File: config.mk
export PLATFORM = sky130hd
export DESIGN_NAME = regfile_stream_loader
export DESIGN_NICKNAME = d
export VERILOG_FILES = /design/src/rtl/regfile_stream_loader.sv
export SDC_FILE = /design/constraint.sdc
export NUM_CORES = 2
export LEC_CHECK = 0
export CAP_MARGIN = 20
export CORE_AREA = 2 2 424 426
export DETAILED_ROUTE_END_ITERATION = 8
export DIE_AREA = 0 0 426 428
export HOLD_SLACK_MARGIN = 0.1
export MAX_ROUTING_LAYER = met4
export PLACE_DENSITY = 0.59
export SETUP_SLACK_MARGIN = 0.2
export SLEW_MARGIN = 0
export SYNTH_ARGS = -nofsm -noshare
export SYNTH_HDL_FRONTEND = slang
export SYNTH_SLANG_ARGS = --single-unit
File: constraint.sdc
create_clock -name clk -period 2.3 [get_ports clk]
set_input_delay 0.23 -clock clk [delete_from_list [all_inputs] [get_ports clk]]
set_output_delay 0.23 -clock clk [all_outputs]
set_load 0.01 [all_outputs]
File: src/rtl/regfile_stream_loader.sv
// -----------------------------------------------------------------------------
// regfile_stream_loader
//
// Moves whole registers between a 32-bit beat stream and a 4 x 512-bit register
// file. It drives the register file's write port and addresses its read port.
//
//   LOAD  : collects BEATS stream words (beat 0 = bits [BEAT_W-1:0]) into one
//           DATA_W value, then writes it to the register file with a single
//           one-cycle rf_write pulse.
//   STORE : reads one register into a shift register, then sends it out one beat
//           at a time, least-significant beat first.
//
// Ports
//   clk, reset            rising-edge clock, synchronous active-high reset
//   cmd_valid/cmd_ready   command handshake; cmd_ready is high only when idle
//   cmd_store, cmd_reg    0 = LOAD, 1 = STORE; index of the target register
//   in_valid/in_ready     inbound LOAD beats, in_data
//   out_valid/out_ready   outbound STORE beats, out_data
//   rf_addr               register file address for reads and writes
//   rf_write, rf_wdata    register file write strobe and data
//   rf_rdata              register file combinational read data at rf_addr
//   busy                  high whenever a command is in progress
//   done                  one-cycle pulse when a command completes
// -----------------------------------------------------------------------------
module regfile_stream_loader #(
  parameter int DATA_W = 512,
  parameter int BEAT_W = 32,
  parameter int ADDR_W = 2
) (
  input  logic              clk,
  input  logic              reset,
  input  logic              cmd_valid,
  output logic              cmd_ready,
  input  logic              cmd_store,
  input  logic [ADDR_W-1:0] cmd_reg,
  input  logic              in_valid,
  output logic              in_ready,
  input  logic [BEAT_W-1:0] in_data,
  output logic              out_valid,
  input  logic              out_ready,
  output logic [BEAT_W-1:0] out_data,
  output logic [ADDR_W-1:0] rf_addr,
  output logic              rf_write,
  output logic [DATA_W-1:0] rf_wdata,
  input  logic [DATA_W-1:0] rf_rdata,
  output logic              busy,
  output logic              done
);

  localparam int BEATS = DATA_W / BEAT_W;
  localparam int CNT_W = (BEATS > 1) ? $clog2(BEATS) : 1;
  localparam logic [CNT_W-1:0] LAST_BEAT = CNT_W'(BEATS - 1);

  typedef enum logic [2:0] {
    S_IDLE,
    S_LOAD,
    S_WRITE,
    S_STORE_RD,
    S_STORE,
    S_DONE
  } state_t;

  state_t            state_q, state_d;
  logic [CNT_W-1:0]  cnt_q, cnt_d;
  logic [ADDR_W-1:0] addr_q, addr_d;
  logic [DATA_W-1:0] asm_q, asm_d;
  logic [DATA_W-1:0] shreg_q, shreg_d;

  // Handshake and status outputs are flops decoded from the next state, so
  // they are glitch-free and line up exactly with the state they describe.
  logic cmd_ready_q, in_ready_q, out_valid_q, rf_write_q, busy_q, done_q;

  // ---------------------------------------------------------------------------
  // Next-state logic
  // ---------------------------------------------------------------------------
  always_comb begin
    // NOTE: every signal written here gets a default first, so no path can
    // leave it unassigned and infer a latch.
    state_d = state_q;
    cnt_d   = cnt_q;
    addr_d  = addr_q;
    asm_d   = asm_q;
    shreg_d = shreg_q;

    unique case (state_q)
      S_IDLE: begin
        if (cmd_valid && cmd_ready_q) begin
          // The address is captured here and held until the next command, so
          // it is already stable for the read in S_STORE_RD.
          addr_d  = cmd_reg;
          cnt_d   = '0;
          state_d = cmd_store ? S_STORE_RD : S_LOAD;
        end
      end

      S_LOAD: begin
        if (in_valid && in_ready_q) begin
          asm_d[int'(cnt_q) * BEAT_W +: BEAT_W] = in_data;
          cnt_d = cnt_q + 1'b1;
          if (cnt_q == LAST_BEAT) state_d = S_WRITE;
        end
      end

      S_WRITE: state_d = S_DONE;

      S_STORE_RD: begin
        shreg_d = rf_rdata;
        cnt_d   = '0;
        state_d = S_STORE;
      end

      S_STORE: begin
        if (out_valid_q && out_ready) begin
          shreg_d = shreg_q >> BEAT_W;
          cnt_d   = cnt_q + 1'b1;
          if (cnt_q == LAST_BEAT) state_d = S_DONE;
        end
      end

      S_DONE: state_d = S_IDLE;

      default: state_d = S_IDLE;
    endcase
  end

  // ---------------------------------------------------------------------------
  // State and output registers
  // ---------------------------------------------------------------------------
  // NOTE: non-blocking assignments throughout, so every flop samples the
  // pre-edge value of every other flop regardless of statement order.
  always_ff @(posedge clk) begin
    if (reset) begin
      // NOTE: the wide assembly and shift registers are cleared on reset too,
      // so no data from an aborted command can appear on rf_wdata or out_data.
      state_q     <= S_IDLE;
      cnt_q       <= '0;
      addr_q      <= '0;
      asm_q       <= '0;
      shreg_q     <= '0;
      cmd_ready_q <= 1'b1;
      in_ready_q  <= 1'b0;
      out_valid_q <= 1'b0;
      rf_write_q  <= 1'b0;
      busy_q      <= 1'b0;
      done_q      <= 1'b0;
    end else begin
      state_q     <= state_d;
      cnt_q       <= cnt_d;
      addr_q      <= addr_d;
      asm_q       <= asm_d;
      shreg_q     <= shreg_d;
      cmd_ready_q <= (state_d == S_IDLE);
      in_ready_q  <= (state_d == S_LOAD);
      out_valid_q <= (state_d == S_STORE);
      rf_write_q  <= (state_d == S_WRITE);
      busy_q      <= (state_d != S_IDLE);
      done_q      <= (state_d == S_DONE);
    end
  end

  assign cmd_ready = cmd_ready_q;
  assign in_ready  = in_ready_q;
  assign out_valid = out_valid_q;
  assign out_data  = shreg_q[BEAT_W-1:0];
  assign rf_addr   = addr_q;
  assign rf_write  = rf_write_q;
  assign rf_wdata  = asm_q;
  assign busy      = busy_q;
  assign done      = done_q;

endmodule
==> reports/qor.csv <==
metric,value,unit
clock buffer depth,3,
"non-filler cells, final",9253,
Worst Setup Path Type,flip-flop to flip-flop,
"Critical Path, Cell by Cell",inv_4 -> ha_4 -> o21bai_4 -> buf_4 -> a2111o_2 -> buf_12 -> nor2_4 -> buf_12 -> mux2i_1,
r2r startpoint,cnt_q[1]$_SDFFE_PP0P_,
"slowest stage delay, CP",0.44,ns
met2 Resource Use GR,36.93,%
Routed WL,229800,um
first-pass GRT wire length,318400,um
clock slew at the register clock pins of the worst setup and hold paths,0.06,ns
Hold WC Path Type,input pin to flip-flop,
Logic pwr share,12.3,%
Synth-to-Final Area Change,59.39,%
Hold Fails Final Rpt,0,
"area leader, netlist",dfxtp_1,
vias in the first global route,44980,
average wire per standard cell,24.83,um
die area,182300,um^2
Iteration-0 DRC Markers,4446,
Crit. End Element,flip-flop,
M1 GR Usage,30.10,%
CTS Buf Count,117,
grt total ovfl,0,
met3 Use GR,4.792,%
synth top area cells,"dfxtp_1 (47%), a311oi_1 (9.9%), nand2_1 (8.9%)",
r2r worst-path depth,9,
layout cells sized above 1,12.02,%
Seq cells post-synth,1039,
Syn. warnings,0,
dpl cells,8490,
post-synth cell types,59,
kind of start point of the critical path,flip-flop,
Die H,428,um
CTS Sinks,1039,
vias per cell,5.129,
"Core Util, Final",39.54,%
power share of the clock group,45.5,%
switching share of power,25.72,%
Hold Path End,shreg_q[118]$_SDFFE_PP0P_,
hold path cells,3,
Hold WS,0.1350,ns
worst slew pin tran,1.038,ns
Mapped Area,44070,um^2
core outline area,177600,um^2
Post-synth EDFFs,0,
setup TNS,0,ns
Starting Density,24.81,%
Synth top area share,47.20,%
Final ANT Viol Nets,0,
crit-path max FO,14,
Power Internal,32.55,mW
Flop pwr share,42.2,%
Fillers,17690,
Avg Inst Size Synth,8.243,um^2
Worst Skew,0.03723,ns
Max Fclk,445.9,MHz
Crit path arrival time,2.95,ns
Leakage Power,24.17,nW
Final min period,2.243,ns
footprint of the multi-input gates,21740,um^2
via count,47460,
antenna violations before repair,35,
VDD IR max,0.6166,mV
PwrDens,623.8,nW/um^2
final setup fails,0,
clock latency on the worst-skew pair,0.78,ns
register area share after synthesis,47.20,%
slew margin rel.,30.65,%
Reg area,20820,um^2
cell mode on critical path,buf_12,
TritonCTS clock tree,built,
net count after synthesis,5901,
slowest CP cell,a2111o_2,
PortBufs,1103,
busiest grt layer,met2,
Die Width,426,um
Placement Rows,155,
final worst path period share,97.51,%
sw power,11.27,mW
critical hold path startpoint,rf_rdata[118],
H-tree depth,3,
outcome,completed,
Mapped Cells,5346,
drt pass-1 iters,5,
maxcap violations,0,
CP Data Required Time,3.00,ns
gr usage total,24.22,%
RSZ-0062 raised after global routing,yes,
post-synthesis async set-or-reset flop share,0,%
fin. max-slew vios,0,
Crit Reg-Reg Endpoint,rf_wdata[423]$_SDFFE_PP0P_,
DRC Markers,0,
CTS root buf,clkbuf_16,
GPL Wtd Cong,0.9335,
Reg2Reg Setup Slack,0.06,ns
Synth Flop Type,dfxtp_1,
Nets,7324,
Top Ports,1104,
pin count of the biggest net entering global routing,125,
Post-synth top cells,"nand2_1 (1048), dfxtp_1 (1039), a311oi_1 (499)",
HPWL after DPL,161600,um
"count leader, synth",nand2_1,
[worst max-delay path, delay by kind of cell (launching register included)]
| kind | cells | cell delay, ns |
|---|---|---|
| flip-flops | 1 | 0.39 |
| adder cells (fa/ha/maj) | 1 | 0.17 |
| AND/OR/NAND/NOR | 1 | 0.16 |
| multiplexers | 1 | 0.23 |
| AO/OA/AOI/OAI | 2 | 0.62 |
| buffers and inverters | 4 | 0.56 |
[worst max-delay path by stage]
stage                                     start                    endpoint  slack, ns  cells after the start
after floorplan           cnt_q[2]$_SDFFE_PP0P_  rf_wdata[230]$_SDFFE_PP0P_       0.16                     10
after global routing      cnt_q[1]$_SDFFE_PP0P_  rf_wdata[423]$_SDFFE_PP0P_       0.03                      9
after global placement                 in_valid  rf_wdata[185]$_SDFFE_PP0P_      -0.03                      7
final                     cnt_q[1]$_SDFFE_PP0P_  rf_wdata[423]$_SDFFE_PP0P_       0.06                      9
after detailed placement               in_valid  rf_wdata[183]$_SDFFE_PP0P_      -0.07                      7
after CTS                 cnt_q[1]$_SDFFE_PP0P_  rf_wdata[262]$_SDFFE_PP0P_        0.1                     12
[layout by cell type (no fill, tap or decap), types with 149 or more instances in the layout]
master              n
dlygate4sd3_1     393
nor2_1            487
buf_4             214
nand2_1          1044
nand2b_1          280
a311oi_1          496
mux2i_1           183
a21oi_1           149
dfxtp_1          1030
nand3_1           239
o21ai_0           197
clkdlybuf4s50_1  1070
[cells by family (layout without fill, tap and decap cells)]
logic type      after synthesis  in the layout  synth area share [%]
xor+xnor                      3              3               0.05963
compound gates             1064           1064                 17.08
simple gates               2408           2408                 24.85
fa+ha+maj                     3              3               0.08519
other cells                   0             40                     0
mux                         203            203                 4.662
flops                      1039           1039                 47.20
buf+inv                     626           2138                 6.067
[per-layer routing]
layer  up-vias  routed length, um
met4         0              13800
li1      21610                  -
met1     23140              94060
met3       541              17270
met2      2177             104600
met5         -                  0
[power groups by stage]
stage | clock, mW | sequential (mW) | combinational, mW
2_1_floorplan | 0 | 18.8 | 1.91
3_3_place_gp | 0 | 18.9 | 4.36
3_5_place_dp | 0 | 18.9 | 4.37
4_1_cts | 20.2 | 18.5 | 5.21
5_1_grt | 20.9 | 18.5 | 5.65
6_report | 20.0 | 18.5 | 5.39
[layout make-up]
type,instances,area share [%]
timing repair buffer,1904,29.18
multi-input combinational,3681,30.95
sequential,1039,29.64
clock buffer,167,4.836
tap,2355,4.195
inverter,26,0.1550
clock inverter,41,0.9120
antenna,40,0.1425
[flip-flops by register name, summed over array words and instances, names as in the netlist]
| signal | flops |
|---|---|
| cmd_ready | 1 |
| state_q | 3 |
| cnt_q | 4 |
| busy | 1 |
| rf_wdata | 512 |
| shreg_q | 512 |
| out_valid | 1 |
| rf_write | 1 |
| done | 1 |
| rf_addr | 2 |
| in_ready | 1 |
[timing repair]
action / in CTS / in global routing
endpoints found under the hold margin: 430 / 0
pin swaps: 71 / 47
resized for setup: 239 / 204
gates cloned: 31 / 17
hold buffers: 393 / 0
setup endpoints to repair: 656 / 981
buffers inserted: 54 / 20
[metrics by stage]
stage               instance area (um^2)  worst slack [ns]  total power [mW]
finish                             70240           0.05721             43.82
global route                       70220           0.02606             45.05
CTS                                68860           0.09972             43.91
detailed placement                 58860          -0.07421             23.23
global placement                   58860          -0.02727             23.22
floorplan                          44360            0.1627             20.72
Power figures use the tool's default switching activity.
